==> src/rtl/ram_port_arbiter.sv <==
// Two-requester round-robin front end for a single-port synchronous RAM.
// One access is granted per cycle; read data is routed back to the requester that issued it.
module ram_port_arbiter #(
    parameter int DATA_WIDTH = 8,
    parameter int ADDR_WIDTH = 8
) (
    input  logic                  clk,
    input  logic                  rst_n,

    input  logic                  r0_valid,
    input  logic                  r0_we,
    input  logic [ADDR_WIDTH-1:0] r0_addr,
    input  logic [DATA_WIDTH-1:0] r0_wdata,
    output logic                  r0_ready,
    output logic                  r0_rvalid,
    output logic [DATA_WIDTH-1:0] r0_rdata,

    input  logic                  r1_valid,
    input  logic                  r1_we,
    input  logic [ADDR_WIDTH-1:0] r1_addr,
    input  logic [DATA_WIDTH-1:0] r1_wdata,
    output logic                  r1_ready,
    output logic                  r1_rvalid,
    output logic [DATA_WIDTH-1:0] r1_rdata,

    output logic                  ram_we,
    output logic [ADDR_WIDTH-1:0] ram_addr,
    output logic [DATA_WIDTH-1:0] ram_wdata,
    input  logic [DATA_WIDTH-1:0] ram_rdata,

    output logic [7:0]            busy_cnt
);

    // Handshake: a request transfers on a rising edge where valid && ready.
    // A requester keeps valid and its payload stable until ready; ready is combinational.

    logic                  prio_q, prio_d;          // 0 = R0 favoured, 1 = R1 favoured
    logic                  pend_valid_q, pend_valid_d;
    logic                  pend_id_q, pend_id_d;
    logic                  r0_rvalid_q, r0_rvalid_d;
    logic                  r1_rvalid_q, r1_rvalid_d;
    logic [DATA_WIDTH-1:0] r0_rdata_q, r0_rdata_d;
    logic [DATA_WIDTH-1:0] r1_rdata_q, r1_rdata_d;
    logic [ADDR_WIDTH-1:0] addr_q, addr_d;
    logic [DATA_WIDTH-1:0] wdata_q, wdata_d;
    logic [7:0]            busy_q, busy_d;

    logic                  contended;
    logic                  gnt0, gnt1, gnt_any;
    logic                  gnt_we;

    always_comb begin
        contended = r0_valid && r1_valid;
        gnt0      = rst_n && r0_valid && (!r1_valid || (prio_q == 1'b0));
        gnt1      = rst_n && r1_valid && (!r0_valid || (prio_q == 1'b1));
        gnt_any   = gnt0 || gnt1;

        gnt_we    = 1'b0;
        addr_d    = addr_q;
        wdata_d   = wdata_q;
        if (gnt0) begin
            gnt_we  = r0_we;
            addr_d  = r0_addr;
            wdata_d = r0_wdata;
        end else if (gnt1) begin
            gnt_we  = r1_we;
            addr_d  = r1_addr;
            wdata_d = r1_wdata;
        end
    end

    assign r0_ready  = gnt0;
    assign r1_ready  = gnt1;
    assign ram_we    = rst_n && gnt_we;
    // Idle cycles keep presenting the last granted address and data.
    assign ram_addr  = addr_d;
    assign ram_wdata = wdata_d;

    always_comb begin
        prio_d = prio_q;
        if (contended && gnt_any) begin
            prio_d = gnt0 ? 1'b1 : 1'b0;
        end

        pend_valid_d = gnt_any && !gnt_we;
        pend_id_d    = gnt1;

        r0_rvalid_d = pend_valid_q && (pend_id_q == 1'b0);
        r1_rvalid_d = pend_valid_q && (pend_id_q == 1'b1);
        r0_rdata_d  = r0_rvalid_d ? ram_rdata : r0_rdata_q;
        r1_rdata_d  = r1_rvalid_d ? ram_rdata : r1_rdata_q;

        busy_d = busy_q;
        if (contended && (busy_q != 8'hFF)) begin
            busy_d = busy_q + 8'd1;
        end
    end

    always_ff @(posedge clk or negedge rst_n) begin
        if (!rst_n) begin
            prio_q       <= 1'b0;
            pend_valid_q <= 1'b0;
            pend_id_q    <= 1'b0;
            r0_rvalid_q  <= 1'b0;
            r1_rvalid_q  <= 1'b0;
            r0_rdata_q   <= '0;
            r1_rdata_q   <= '0;
            addr_q       <= '0;
            wdata_q      <= '0;
            busy_q       <= '0;
        end else begin
            prio_q       <= prio_d;
            pend_valid_q <= pend_valid_d;
            pend_id_q    <= pend_id_d;
            r0_rvalid_q  <= r0_rvalid_d;
            r1_rvalid_q  <= r1_rvalid_d;
            r0_rdata_q   <= r0_rdata_d;
            r1_rdata_q   <= r1_rdata_d;
            addr_q       <= addr_d;
            wdata_q      <= wdata_d;
            busy_q       <= busy_d;
        end
    end

    assign r0_rvalid = r0_rvalid_q;
    assign r1_rvalid = r1_rvalid_q;
    assign r0_rdata  = r0_rdata_q;
    assign r1_rdata  = r1_rdata_q;
    assign busy_cnt  = busy_q;

endmodule
==> config.mk <==
export PLATFORM = sky130hd
export DESIGN_NAME = ram_port_arbiter
export DESIGN_NICKNAME = d
export VERILOG_FILES = /design/src/rtl/ram_port_arbiter.sv
export SDC_FILE = /design/constraint.sdc
export NUM_CORES = 1
export LEC_CHECK = 0
export ABC_AREA = 1
export CORE_MARGIN = 5
export CORE_UTILIZATION = 43
export CTS_CLUSTER_SIZE = 12
export DETAILED_ROUTE_END_ITERATION = 7
export PLACE_DENSITY_LB_ADDON = 0.15
export SLEW_MARGIN = 25
export SYNTH_ARGS = -nofsm -noshare
export SYNTH_HDL_FRONTEND = slang
export SYNTH_SLANG_ARGS = --single-unit
==> constraint.sdc <==
create_clock -name clk -period 1.35 [get_ports clk]
set_input_delay 0.135 -clock clk [delete_from_list [all_inputs] [get_ports clk]]
set_output_delay 0.135 -clock clk [all_outputs]
set_load 0.02 [all_outputs]
==> PnR_summary.wiki <==
{| class="wikitable"
! Metric !! Value
|-
| Outcome || complete, but fails checks
|-
| Number of hold-slack violations in the final timing report || 0
|-
| Share of synthesized area occupied by flip-flops and latches || 51.5%
|-
| Number of nets still failing antenna checks after routing || 0
|-
| Share of final-layout standard cells stronger than drive strength 1 || 26.9%
|-
| Critical path startpoint category || flip-flop
|-
| Critical path peak fanout || 10
|-
| Library cell used as clock root buffer || clkbuf_8
|-
| Max Clock Skew || 5.37 ps
|-
| Pins Over Slew Limit || 0
|-
| Synthesized instance count || 280
|-
| Number of setup violations in the final report || 19
|-
| Final worst-path cycle share || 118%
|-
| Detailed placement HPWL || 3.84 mm
|-
| Initial DRT Pass Iterations || 4
|-
| Distinct cells, synth || 24
|-
| Violations in the final reports || setup timing
|-
| Commonest non-fill, non-tap cell in the layout || nand2_1
|-
| Clock tree from TritonCTS || yes
|-
| Die ar. || 6610 um2
|-
| Number of flops mapped to enable cells by yosys || 0
|-
| Top cell type by total area after synthesis || dfrtp_1
|-
| Clock-pin slew on the worst setup and hold paths || 80 ps
|-
| Critical-path cell with the highest stage delay || dfrtp_1
|-
| DIE HEIGHT || 81.3 um
|-
| Initial core utilization || 43.6%
|-
| Overflow after GRT || 0
|-
| Core Util, Final || 71.6%
|-
| Critical-path cell list || inv_2, nand2_4, nand2_8, inv_8, nand2_1, nand3_1, nand2_2, buf_6
|-
| Syn Std Cell Area || 2180 um2
|-
| Number of nets in the synthesized netlist || 327
|-
| Standard-cell rows || 26
|-
| Flop and latch count out of synthesis || 45
|-
| Setup Crit Path Kind || flip-flop to output pin
|-
| Max-cap check violation count || 0
|-
| Data required time of the worst path || 1220 ps
|-
| Top cells by area, synth || dfrtp_1 52%, nand2_1 18%, inv_1 8.9%, nand3_1 5.5%, o21ai_0 3.7%
|-
| Vias in the first global route || 2010
|-
| Most used cells in the layout excluding fill and tap cells || 77 x nand2_1, 50 x inv_1, 45 x dfrtp_1
|-
| Vias || 2127
|-
| Top-level port count || 91
|-
| Count of H-tree levels built during CTS || 2
|-
| Crit path setup slack, layout || -241 ps
|-
| DRC violations left || 0
|-
| Global-route usage over all layers || 17.9%
|-
| Normalized max-slew margin || 73.8%
|-
| Classification of the worst-slack hold path || primary input to flip-flop
|-
| Final-layout worst hold slack || 379 ps
|-
| # diodes || 0
|-
| Area of the core || 5010 um2
|-
| Routability congestion estimate || 0.790
|-
| Data arrival time of the critical path || 1460 ps
|-
| Category of the worst setup path capture point || output pin
|-
| Power density cells || 1250 nW/um2
|-
| Yosys warning count || 0
|-
| Detailed Route Iter0 Violations || 76
|-
| Clock sinks || 45
|-
| Layout overhead on the synthesized area || 64.1%
|-
| Worst path max stage delay || 410 ps
|-
| Average instance area after synthesis || 7.80 um2
|-
| Unrepaired setup endpoints after global routing || yes
|-
| Static power due to leakage || 1.92 nW
|-
| Share of synthesized registers carrying an async set or reset || 100%
|-
| Net count of the finished layout || 444
|-
| Total wire length || 5.88 mm
|-
| Count of buffers from port buffering || 90
|-
| Main flop type after synthesis || dfrtp_1
|-
| First-pass GRT wire length || 9.02 mm
|-
| Wire length per cell || 12.6 um
|-
| Worst-case clock buffer depth || 2
|-
| Pin count of the biggest net entering global routing || 30
|-
| Initial antenna violation count || 0
|-
| Largest voltage drop on the vdd net || 0.000588 V
|-
| Final setup TNS || -3690 ps
|-
| Clock latency reported for the late side of the worst-skew pair || 300 ps
|-
| Fraction of synthesized cell area taken by the top area cell type || 51.5%
|-
| Slew @ Worst Pin || 393 ps
|-
| Final Critical Period || 1590 ps
|-
| Top achievable clock speed || 0.629 GHz
|-
| Vias per inst || 4.54
|-
| Die W || 81.3 um
|-
| TritonCTS buffer count || 5
|}
power breakdown:
group | internal (mW) | total [mW] | switching, mW | leakage [nW]
Clock | 0.368 | 0.849 | 0.482 | 0.0481
Combinational | 0.843 | 1.85 | 1.01 | 1.32
Sequential | 1.63 | 1.77 | 0.142 | 0.551
worst max-delay path, delay by kind of cell, from the launching register on:
family | cells | cell delay [ps]
buffers and inverters | 3 | 260
flip-flops | 1 | 410
AND/OR/NAND/NOR | 5 | 490
routing by layer:
layer	vias to the layer above	GRT usage, %	share of wire (%)
met3	8	7.21	8.8
met4	0	7.09	1.5
met2	66	29.8	50
li1	1075	-	-
met5	-	0	0
met1	978	20.4	40
Yosys cell counts, drive strengths merged (2+ instances only):
master	instances
nand2	111
nand3b	4
buf	7
o21ai	19
dfrtp	45
nor2	8
inv	56
nand4	2
nand3	24
state kept, by name, summed over array words and instances, names as in the netlist:
register / flops
wdata_q: 8
r0_rdata: 8
busy_cnt: 8
pend_valid_q: 1
pend_id_q: 1
r0_rvalid: 1
r1_rvalid: 1
prio_q: 1
r1_rdata: 8
addr_q: 8
final timing paths:
| kind | from | to | slack [ps] | cells past startpoint |
|---|---|---|---|---|
| max | prio_q$_DFFE_PN0P_ | ram_addr[2] | -240 | 8 |
| min | rst_n | prio_q$_DFFE_PN0P_ | 380 | 4 |
| max reg2reg | prio_q$_DFFE_PN0P_ | wdata_q[5]$_DFF_PN0_ | 20 | 9 |
| min reg2reg | pend_id_q$_DFF_PN0_ | r0_rvalid$_DFF_PN0_ | 440 | 1 |
| max in group asynchronous | rst_n | addr_q[5]$_DFF_PN0_ | 670 | 3 |
| min in group asynchronous | rst_n | r0_rvalid$_DFF_PN0_ | 450 | 3 |
kinds of logic after synthesis:
group,after synthesis,synth area share (%)
compound gates,20,4.75
xor+xnor,1,0.401
fa+ha+maj,1,0.573
buf+inv,63,12.4
flops,45,51.5
simple gates,150,30.3
stage by stage:
| step | area [um2] | power (mW) | setup WS, ps | instances |
|---|---|---|---|---|
| 6_report | 3580 | 4.47 | -241 | 468 |
| 3_3_place_gp | 3220 | 3.55 | -656 | 446 |
| 4_1_cts | 3400 | 4.39 | -239 | 459 |
| 3_5_place_dp | 3220 | 3.58 | -673 | 446 |
| 5_1_grt | 3580 | 4.77 | -351 | 468 |
| 2_1_floorplan | 2180 | 2.65 | 66.2 | 280 |
final cells by class:
class	count	area [um2]
repair inverters	1	11.3
inverters	56	228
repair buffers	114	1100
well taps	70	87.6
fillers	427	1430
clock buffers	5	68.8
clock inverters	3	22.5
flip-flops and latches	45	1130
multi-input cells	174	941
repair_timing:
action / 4_1_cts / 5_1_grt
gates resized for setup: 155 / 32
setup buffers: 1 / 8
setup endpoints to repair: 45 / 25
hold endpoints to repair: 45 / 0
cloned: 3 / 1
pin swaps: 1 / 9
hold buffers: 1 / 0
No activity file was read; power rests on OpenSTA's default activity.
